### config.mk
export PLATFORM = sky130hd
export DESIGN_NAME = mm_store_buffer_flat
export DESIGN_NICKNAME = d
export VERILOG_FILES = /design/src/rtl/mm_store_buffer_if.sv /design/src/rtl/mm_store_buffer.sv /design/src/flat_wrapper.sv
export SDC_FILE = /design/constraint.sdc
export NUM_CORES = 1
export LEC_CHECK = 0
export CAP_MARGIN = 20
export CORE_MARGIN = 2
export CORE_UTILIZATION = 54
export CTS_CLUSTER_DIAMETER = 200
export DETAILED_ROUTE_END_ITERATION = 10
export PLACE_DENSITY_LB_ADDON = 0.12
export SLEW_MARGIN = 10
export SYNTH_ARGS = -nofsm -noshare
export SYNTH_HDL_FRONTEND = slang
export SYNTH_SLANG_ARGS = --single-unit
### constraint.sdc
create_clock -name clk -period 4.9 [get_ports clk]
set_input_delay 0.735 -clock clk [delete_from_list [all_inputs] [get_ports clk]]
set_output_delay 0.735 -clock clk [all_outputs]
set_load 0.01 [all_outputs]
### src/rtl/mm_store_buffer_if.sv
// Store-buffer bundle: pipeline push/commit/cancel, dcache drain, load-conflict probe.
// The master side is the surrounding pipeline and dcache; the slave side is the buffer.
interface mm_store_buffer_if #(
  parameter int AW = 32,
  parameter int DW = 32
);
  logic              push_i;
  logic [AW-1:0]     push_paddr_i;
  logic [DW-1:0]     push_wdata_i;
  logic [DW/8-1:0]   push_wstrb_i;
  logic              commit_i;
  logic              cancel_i;
  logic              full_o;
  logic              empty_o;
  logic              wr_req_o;
  logic [AW-1:0]     wr_addr_o;
  logic [DW-1:0]     wr_data_o;
  logic [DW/8-1:0]   wr_strb_o;
  logic              wr_ack_i;
  logic [AW-1:0]     ld_addr_i;
  logic              ld_conflict_o;

  modport master (
    output push_i, push_paddr_i, push_wdata_i, push_wstrb_i,
    output commit_i, cancel_i, wr_ack_i, ld_addr_i,
    input  full_o, empty_o, wr_req_o, wr_addr_o, wr_data_o, wr_strb_o,
    input  ld_conflict_o
  );

  modport slave (
    input  push_i, push_paddr_i, push_wdata_i, push_wstrb_i,
    input  commit_i, cancel_i, wr_ack_i, ld_addr_i,
    output full_o, empty_o, wr_req_o, wr_addr_o, wr_data_o, wr_strb_o,
    output ld_conflict_o
  );
endinterface

### src/rtl/mm_store_buffer.sv
// Store buffer: speculative stores, committed at WB retire and drained in order to the dcache.
// Latency: push visible one edge later; drain is zero-latency from slot head.
// Backpressure: full_o stops upstream pushes; wr_ack_i low holds the drain stable.
module mm_store_buffer #(
  parameter int DEPTH = 4,
  parameter int AW    = 32,
  parameter int DW    = 32
) (
  input  logic            clk,
  input  logic            rst,
  mm_store_buffer_if.slave sb
);

  localparam int PW = $clog2(DEPTH);
  localparam int SW = DW / 8;

  typedef logic [PW:0] ptr_t;

  if (DEPTH < 2 || (DEPTH & (DEPTH - 1)) != 0) begin : g_bad_depth
    $error("mm_store_buffer: DEPTH must be a power of two and at least 2");
  end

  // Pointers carry an extra wrap bit so full and empty are distinguishable.
  ptr_t head_q, cmt_q, tail_q;
  ptr_t head_d, cmt_d, tail_d;
  ptr_t count;

  logic [AW-1:0] addr_q [DEPTH];
  logic [DW-1:0] data_q [DEPTH];
  logic [SW-1:0] strb_q [DEPTH];

  logic full;
  logic empty;
  logic drain_req;
  logic push_ok;
  logic commit_ok;
  logic pop;

  logic [DEPTH-1:0] slot_vld;
  logic [DEPTH-1:0] slot_hit;

  assign count     = tail_q - head_q;
  assign full      = (count == ptr_t'(DEPTH));
  assign empty     = (tail_q == head_q);
  assign drain_req = (head_q != cmt_q);

  // A push racing a cancel belongs to the squashed path and is dropped.
  assign push_ok   = sb.push_i & ~full & ~sb.cancel_i;
  assign commit_ok = sb.commit_i & (cmt_q != tail_q);
  assign pop       = drain_req & sb.wr_ack_i;

  always_comb begin
    head_d = head_q;
    cmt_d  = cmt_q;
    tail_d = tail_q;
    if (pop) begin
      head_d = head_q + ptr_t'(1);
    end
    if (commit_ok) begin
      cmt_d = cmt_q + ptr_t'(1);
    end
    // Cancel rolls tail back to the post-commit boundary, keeping committed work.
    if (sb.cancel_i) begin
      tail_d = cmt_d;
    end else if (push_ok) begin
      tail_d = tail_q + ptr_t'(1);
    end
  end

  always_ff @(posedge clk) begin
    if (rst) begin
      head_q <= '0;
      cmt_q  <= '0;
      tail_q <= '0;
    end else begin
      head_q <= head_d;
      cmt_q  <= cmt_d;
      tail_q <= tail_d;
    end
  end

  always_ff @(posedge clk) begin
    if (push_ok) begin
      addr_q[tail_q[PW-1:0]] <= sb.push_paddr_i;
      data_q[tail_q[PW-1:0]] <= sb.push_wdata_i;
      strb_q[tail_q[PW-1:0]] <= sb.push_wstrb_i;
    end
  end

  // A slot is live when its distance from head is below the occupancy count.
  for (genvar g = 0; g < DEPTH; g++) begin : g_slot
    logic [PW-1:0] offs;
    assign offs        = PW'(g) - head_q[PW-1:0];
    assign slot_vld[g] = ({1'b0, offs} < count);
    assign slot_hit[g] = slot_vld[g] & (addr_q[g][AW-1:2] == sb.ld_addr_i[AW-1:2]);
  end

  assign sb.full_o        = full;
  assign sb.empty_o       = empty;
  assign sb.wr_req_o      = drain_req;
  assign sb.wr_addr_o     = addr_q[head_q[PW-1:0]];
  assign sb.wr_data_o     = data_q[head_q[PW-1:0]];
  assign sb.wr_strb_o     = strb_q[head_q[PW-1:0]];
  assign sb.ld_conflict_o = |slot_hit;

endmodule
### src/flat_wrapper.sv
// flat-port wrapper written by rule: the top's interface ports become plain ports
module mm_store_buffer_flat 
#(
  parameter int DEPTH = 4,
  parameter int AW    = 32,
  parameter int DW    = 32
)
  (clk, rst, sb_push_i, sb_push_paddr_i, sb_push_wdata_i, sb_push_wstrb_i, sb_commit_i, sb_cancel_i, sb_wr_ack_i, sb_ld_addr_i, sb_full_o, sb_empty_o, sb_wr_req_o, sb_wr_addr_o, sb_wr_data_o, sb_wr_strb_o, sb_ld_conflict_o);
  mm_store_buffer_if #(.AW(AW), .DW(DW)) sb_i ();
  input  logic clk;
  input  logic rst;
  input wire logic [$bits(sb_i.push_i)-1:0] sb_push_i;
  input wire logic [$bits(sb_i.push_paddr_i)-1:0] sb_push_paddr_i;
  input wire logic [$bits(sb_i.push_wdata_i)-1:0] sb_push_wdata_i;
  input wire logic [$bits(sb_i.push_wstrb_i)-1:0] sb_push_wstrb_i;
  input wire logic [$bits(sb_i.commit_i)-1:0] sb_commit_i;
  input wire logic [$bits(sb_i.cancel_i)-1:0] sb_cancel_i;
  input wire logic [$bits(sb_i.wr_ack_i)-1:0] sb_wr_ack_i;
  input wire logic [$bits(sb_i.ld_addr_i)-1:0] sb_ld_addr_i;
  output wire logic [$bits(sb_i.full_o)-1:0] sb_full_o;
  output wire logic [$bits(sb_i.empty_o)-1:0] sb_empty_o;
  output wire logic [$bits(sb_i.wr_req_o)-1:0] sb_wr_req_o;
  output wire logic [$bits(sb_i.wr_addr_o)-1:0] sb_wr_addr_o;
  output wire logic [$bits(sb_i.wr_data_o)-1:0] sb_wr_data_o;
  output wire logic [$bits(sb_i.wr_strb_o)-1:0] sb_wr_strb_o;
  output wire logic [$bits(sb_i.ld_conflict_o)-1:0] sb_ld_conflict_o;
  assign sb_i.push_i = sb_push_i;
  assign sb_i.push_paddr_i = sb_push_paddr_i;
  assign sb_i.push_wdata_i = sb_push_wdata_i;
  assign sb_i.push_wstrb_i = sb_push_wstrb_i;
  assign sb_i.commit_i = sb_commit_i;
  assign sb_i.cancel_i = sb_cancel_i;
  assign sb_i.wr_ack_i = sb_wr_ack_i;
  assign sb_i.ld_addr_i = sb_ld_addr_i;
  assign sb_full_o = sb_i.full_o;
  assign sb_empty_o = sb_i.empty_o;
  assign sb_wr_req_o = sb_i.wr_req_o;
  assign sb_wr_addr_o = sb_i.wr_addr_o;
  assign sb_wr_data_o = sb_i.wr_data_o;
  assign sb_wr_strb_o = sb_i.wr_strb_o;
  assign sb_ld_conflict_o = sb_i.ld_conflict_o;
  mm_store_buffer #(.DEPTH(DEPTH), .AW(AW), .DW(DW)) u_core (.clk(clk), .rst(rst), .sb(sb_i));
endmodule
# ---- Word-level counts from Yosys, hierarchy flattened
# Memory sizes are Yosys's and may differ from the RTL's. A register that Yosys moved wholly into a read port is not among the register bits.
# Index checks and enable logic that the tools add are counted.
dict set report classes {
  reduce_logical 2
  magnitude_cmp 4
  bitwise_logic 10
  muxes 11
  eq_ne 8
  add_sub_neg 8
}
# operator n
set op_table {}
lappend op_table {{equality test 30 bit} 4}
lappend op_table {{less-than comparator 2 x 3 -> 1 bit} 4}
lappend op_table {{two-way mux 2 bit} 6}
lappend op_table {{adder 3 x 1 -> 3 bit, second input constant} 3}
lappend op_table {{two-way mux 3 bit} 3}
lappend op_table {{AND 1 bit} 8}
lappend op_table {{!= test 3 bit} 2}
lappend op_table {{OR reduction 4 bit} 1}
lappend op_table {{subtractor 1 x 2 -> 2 bit, first input constant} 2}
lappend op_table {{subtractor 2 bit, first input constant} 2}
lappend op_table {{equality test 3 bit} 1}
lappend op_table {{equality test 3 bit, second input constant} 1}
lappend op_table {{subtractor 3 bit} 1}
lappend op_table {{two-way mux 1 bit} 2}
lappend op_table {{inverter 1 bit} 2}
lappend op_table {{nonzero test 2 bit} 1}
dict set report word_totals {
  in_bits 106
  word_cells 49
  out_inout_bits 72
  n_memories 3
  register_bits 9
  ram_bits 272
}
# name depth width rd rd_clocked_by_memory_dff wr line_no
set memory_table {}
lappend memory_table {u_core.addr_q 4 32 5 1 1 mm_store_buffer.sv:28} ;# logic [AW-1:0] addr_q [DEPTH];
lappend memory_table {u_core.data_q 4 32 1 1 1 mm_store_buffer.sv:29} ;# logic [DW-1:0] data_q [DEPTH];
lappend memory_table {u_core.strb_q 4 4 1 1 1 mm_store_buffer.sv:30} ;# logic [SW-1:0] strb_q [DEPTH];

# ---- Longest topological paths before layout
dict set report logic_depth {
  word_depth 7
  ltp_mapped 10
  mapped_depth_nobuf 10
}

# ---- Worst setup path after synthesis
# Ideal clock, no wire load.
dict set report synth_timing {
  kind {reg2reg}
  startpoint {register u_core.tail_q[0]}
  endpoint {memory u_core.addr_q[0][0] (enable)}
  t_required_ps 4466
  period_less_slack_ps 3595
  stages_incl_launch_ff 9
  arrival_time_ps 3162
  slack_ps 1305
  n_path_buf 0
  setup_ps 434
  cell_sequence {dfxtp_1 > inv_1 > ha_1 > inv_1 > fa_1 > nand2b_1 > o21ai_4 > nor2_1 > and2_1}
}
dict set report synth_via {
  elab_chain_cells 7
}
# item line_no
set synth_rtl {}
lappend synth_rtl {{start: declaration} mm_store_buffer.sv:24} ;# ptr_t head_q, cmt_q, tail_q;
lappend synth_rtl {{start signal: assignment} mm_store_buffer.sv:78} ;# tail_q <= tail_d;
lappend synth_rtl {{subtractor 3 bit} mm_store_buffer.sv:42} ;# assign count = tail_q - head_q;
lappend synth_rtl {{equality test 3 bit} mm_store_buffer.sv:43} ;# assign full = (count == ptr_t'(DEPTH));
lappend synth_rtl {{inverter 1 bit} mm_store_buffer.sv:48} ;# assign push_ok = sb.push_i & ~full & ~sb.cancel_i;
lappend synth_rtl {{AND 1 bit (2 in series)} mm_store_buffer.sv:48}
lappend synth_rtl {{two-way mux 1 bit} mm_store_buffer.sv:83} ;# if (push_ok) begin
lappend synth_rtl {{two-way mux 1 bit (implied by the code)} mm_store_buffer.sv:84} ;# addr_q[tail_q[PW-1:0]] <= sb.push_paddr_i;
lappend synth_rtl {{end: declaration} mm_store_buffer.sv:28}
# Parallel ways exist; a longest one is shown, timed or not.

# ---- Final worst setup path
dict set report layout_timing {
  startpoint {register u_core.tail_q[0]}
  endpoint {output sb_ld_conflict_o}
}
dict set report layout_via {
  elab_chain_cells 4
  word_cells_on_any_way 10
  classes_between {1 x add/sub; 4 x order compare; 4 x bitwise; 1 x reduce/logical}
}
# item line_no
set layout_rtl {}
lappend layout_rtl {{subtractor 3 bit *} mm_store_buffer.sv:42}
lappend layout_rtl {{less-than comparator 2 x 3 -> 1 bit} mm_store_buffer.sv:94} ;# assign slot_vld[g] = ({1'b0, offs} < count);
lappend layout_rtl {{AND 1 bit} mm_store_buffer.sv:95} ;# assign slot_hit[g] = slot_vld[g] & (addr_q[g][AW-1:2] == sb.ld_addr_i[AW-1:2]);
lappend layout_rtl {{OR reduction 4 bit *} mm_store_buffer.sv:104} ;# assign sb.ld_conflict_o = |slot_hit;
lappend layout_rtl {{end: declaration} flat_wrapper.sv:26} ;# output wire logic [$bits(sb_i.ld_conflict_o)-1:0] sb_ld_conflict_o;
# Every way passes the cells marked *; elsewhere a longest branch is shown, timed or not.

==> summary by stage <==
Run status
The flow ran to the end, and the final reports show no timing, DRC or antenna violations.

Critical path
The maximum fanout count along the critical path is 6. The critical path launch point type is a flip-flop. The data required time at the worst endpoint is 4.16 ns. The critical path is of the reg -> out type. At the worst endpoint, the arrival time is 3.52 ns.

The worst setup path is captured at an output port.

Hold path
The min-delay analysis places its worst path in the category reg -> reg.

Power
IR analysis of the VDD net gives a maximum drop of 310 uV. The share of total power in sequential cells is 0.427. The total power divided by cell area is 467 mW/mm2. For this design the total switching power over the nets is 1.80 mW. The portion of total power attributed to combinational logic is 0.250. The leakage power is 4.71 nW.

The cell-internal power is 5.25 mW. Of the total power, the share spent switching nets is 0.255. Of the total power, the clock network draws 0.323.

Timing
Measured against its own limit, the worst slew margin works out to 0.271. For the pin with the worst max-slew slack, the measured transition is 1.09 ns. The count of final max-slew check failures came to 0.

The final hold slack is 0.557 ns. The number of setup violations in the final report is 0. The clock arrives with 0.0111 ns of skew. For the final routed database, the setup TNS stands at 0 ns. The maximum frequency from static timing analysis is 0.235 GHz. The number of hold violations in the final report was 0. In the finished design, the share of the clock period the worst path needs comes to 0.868. The smallest clock period supported by the final layout is computed as 4.25 ns.

Setup repair after global routing left no endpoint under its margin.

Drt
The post-detailed-route count of antenna-violating nets is 0. The via total after detailed routing is 6,300. The starting DRC count in detailed routing is 370.

The count of unresolved DRC violations after routing is 0. The first detailed-routing pass took 4 iterations. After detailed routing, the average wire length per cell comes to 23.1 um.

The final layout contains routed wiring with a total length of 25,600 um. The via density per instance is 5.67.

Place
The quantity of I/O buffers inserted on ports is 175. The global placer's final weighted congestion is 0.875. Summed over all nets, the half-perimeter wirelength after detailed placement is 16,900 um.

Final layout
Summing all multi-input logic gate instances after layout gives 0.00345 mm2. The layout has 1,436 filler cells. The area growth from synthesis to layout is 25.1%. Of the cells placed in the final design, the portion with a size suffix greater than 1 is 0.154. The sequential cells in the finished layout cover a total of 0.00840 mm2. After the last flow step, the layout net total stands at 931.

Clock tree
The CTS tree is built. The cell sitting at the root of the clock tree is a sky130_fd_sc_hd__clkbuf_16. After clock tree synthesis, the repair step resized 0 gates. In this run, CTS created clock tree buffers numbering 30. CTS built an H-tree with a depth of 1. The clock sink count is 283.

No sink is reached through more buffers than the 3 on the longest clock path. The post-cts hold buffer count is 0. At the later pin of the worst-skew pair, clock insertion delay measures 0.54 ns. The post-CTS setup-driven buffer insertion count is 0.

The clock transition time at the flip-flop clock pins of the worst setup and hold paths is 0.06 ns.

Floorplan
The overall die height is 153 um. The core region area is 0.0219 mm2. The initial utilization of the core area, before any placement, comes to 0.551. The placement row count is 54. Pin placement for this block handled 178 I/O pins.

The floorplan step defined a die boundary enclosing 0.0235 mm2. The die is 153 um wide.

GRT
The initial antenna violation count was 5. The number of global-route vias before repair was 6,710. Summed over all layers, the global routing overflow is 0. The first global-routing pass estimated 39,100 um of wire. For this run, the total global-route usage over all layers was measured as 0.219.

The pin count of the biggest net entering global routing is 69.

Yosys
The average instance in the mapped netlist occupies 18.8 um2. Ranked by total cell area, the synthesized netlist is headed by sky130_fd_sc_hd__edfxtp_1, sky130_fd_sc_hd__mux4_2, sky130_fd_sc_hd__xnor2_1. The largest total area in the synthesized netlist belongs to sky130_fd_sc_hd__edfxtp_1. The async set-reset flop share out of synthesis is 0. The sequential share of the synthesized area is 0.696. The synthesized instance count is 641.

The area share of the largest cell type after synthesis is 0.677. The synthesized design contains 272 enable-type register cells. The count of cell types in the netlist is 36.

The net count after synthesis is 763. The synthesized area is 0.0121 mm2. For this run, the leading register cell type out of synthesis is sky130_fd_sc_hd__edfxtp_1.

The number of synthesis warnings is 0. In this run, synthesis produced a sequential element count of 283.

Job
Max-cap violations in this run came to 0.
-- cell families (layout without fill, tap and decap cells) --
logic type / count (synthesis) / count (layout) / share of synthesized area
flip-flops: 283 / 283 / 0.696
AO/OA/AOI/OAI: 12 / 12 / 0.00768
buffers and inverters: 55 / 244 / 0.0190
adder cells (fa/ha/maj): 16 / 16 / 0.0172
other: 0 / 1 / 0
AND/OR/NAND/NOR: 71 / 71 / 0.0327
multiplexers: 70 / 70 / 0.129
XOR/XNOR: 134 / 134 / 0.0987
-- path summary, 6_finish.rpt --
| check | startpoint | endpoint | slack (ns) | cells after the start |
|---|---|---|---|---|
| max reg2reg | u_core.tail_q[0] | u_core.data_q[3][10] | 1.64 | 9 |
| min reg2reg | u_core.head_q[1] | flip-flop | 0.56 | 2 |
| max | u_core.tail_q[0] | sb_ld_conflict_o | 0.65 | 11 |
| min | u_core.head_q[1] | flip-flop | 0.56 | 2 |
-- cells in the mapped netlist, types with 2 or more instances --
| cell | count |
|---|---|
| sky130_fd_sc_hd__o21ai_0 | 4 |
| sky130_fd_sc_hd__ha_1 | 15 |
| sky130_fd_sc_hd__mux4_2 | 68 |
| sky130_fd_sc_hd__nand2_1 | 6 |
| sky130_fd_sc_hd__nor4_1 | 8 |
| sky130_fd_sc_hd__nand4_1 | 29 |
| sky130_fd_sc_hd__nand3_1 | 7 |
| sky130_fd_sc_hd__nor2_1 | 10 |
| sky130_fd_sc_hd__buf_1 | 2 |
| sky130_fd_sc_hd__dfxtp_1 | 11 |
| sky130_fd_sc_hd__nor2b_1 | 3 |
| sky130_fd_sc_hd__xnor2_1 | 126 |
| sky130_fd_sc_hd__clkbuf_1 | 35 |
| sky130_fd_sc_hd__buf_2 | 9 |
| sky130_fd_sc_hd__inv_1 | 7 |
| sky130_fd_sc_hd__and2_1 | 4 |
| sky130_fd_sc_hd__edfxtp_1 | 272 |
| sky130_fd_sc_hd__xor2_1 | 7 |
-- cells in the final DEF, fill, tap and decap left out, types with 5 or more instances in the layout --
cell type | netlist | layout
sky130_fd_sc_hd__dfxtp_1 | 11 | 9
sky130_fd_sc_hd__mux4_2 | 68 | 68
sky130_fd_sc_hd__xor2_1 | 7 | 7
sky130_fd_sc_hd__clkdlybuf4s50_1 | 0 | 175
sky130_fd_sc_hd__clkbuf_1 | 35 | 9
sky130_fd_sc_hd__clkbuf_16 | 0 | 31
sky130_fd_sc_hd__edfxtp_1 | 272 | 272
sky130_fd_sc_hd__inv_1 | 7 | 7
sky130_fd_sc_hd__nand3_1 | 7 | 7
sky130_fd_sc_hd__nand4_1 | 29 | 29
sky130_fd_sc_hd__buf_4 | 1 | 7
sky130_fd_sc_hd__xnor2_1 | 126 | 126
sky130_fd_sc_hd__nor2_1 | 10 | 10
sky130_fd_sc_hd__bufinv_16 | 0 | 5
sky130_fd_sc_hd__nand2_1 | 6 | 6
sky130_fd_sc_hd__nor4_1 | 8 | 8
sky130_fd_sc_hd__ha_1 | 15 | 15
-- power by group through the flow --
stage / combinational, mW / clock (mW) / sequential [mW]
finish: 1.76 / 2.28 / 3.01
global route: 1.89 / 2.42 / 3.04
detailed placement: 1.76 / 0 / 3.08
global placement: 1.74 / 0 / 3.06
CTS: 1.77 / 2.32 / 3.02
floorplan: 1.06 / 0 / 2.94
-- state kept, by name, indices dropped and copies added (netlist names), named ones only --
| register | count |
|---|---|
| u_core.addr_q | 128 |
| u_core.tail_q | 3 |
| u_core.strb_q | 16 |
| u_core.cmt_q | 3 |
| u_core.data_q | 128 |
| u_core.head_q | 3 |
-- per-stage QoR --
| stage | total power, mW | util | cell area (um2) | std cells | setup WS (ns) |
|---|---|---|---|---|---|
| 2_1_floorplan | 4.00 | - | 12100 | 641 | 1.30 |
| 3_3_place_gp | 4.80 | 0.641 | 14000 | 1055 | 1.13 |
| 3_5_place_dp | 4.84 | 0.641 | 14000 | 1055 | 1.12 |
| 4_1_cts | 7.12 | 0.687 | 15000 | 1108 | 0.654 |
| 5_1_grt | 7.35 | 0.689 | 15100 | 1111 | 0.469 |
| 6_report | 7.05 | 0.689 | 15100 | 1111 | 0.648 |
-- final cells by class --
type,instances,area share
clock inverter,13,0.0127
timing repair buffer,184,0.123
antenna,1,0.000166
inverter,7,0.00174
sequential,283,0.557
clock buffer,40,0.0537
multi-input combinational,303,0.229
tap,280,0.0232
-- worst max-delay path, cell delays in order, from the launching register on --
cell and delay, ns:
sky130_fd_sc_hd__dfxtp_1 0.48, sky130_fd_sc_hd__inv_1 0.16, sky130_fd_sc_hd__ha_1 0.20, sky130_fd_sc_hd__inv_1 0.06, sky130_fd_sc_hd__fa_1 0.41, sky130_fd_sc_hd__inv_1 0.17, sky130_fd_sc_hd__ha_1 0.25, sky130_fd_sc_hd__nor2b_1 0.14
sky130_fd_sc_hd__o21ai_0 0.27, sky130_fd_sc_hd__nand3_1 0.12, sky130_fd_sc_hd__nand4_1 0.16, sky130_fd_sc_hd__clkdlybuf4s50_1 0.55
-- layer usage --
| metal | routed length [um] | vias up | track usage |
|---|---|---|---|
| met1 | 10100 | 3195 | 0.293 |
| met3 | 2060 | 37 | 0.0610 |
| met4 | 400 | 8 | 0.0481 |
| met5 | 56 | - | 0 |
| li1 | - | 2836 | - |
| met2 | 13000 | 224 | 0.365 |
No activity file was read; power rests on OpenSTA's default activity.
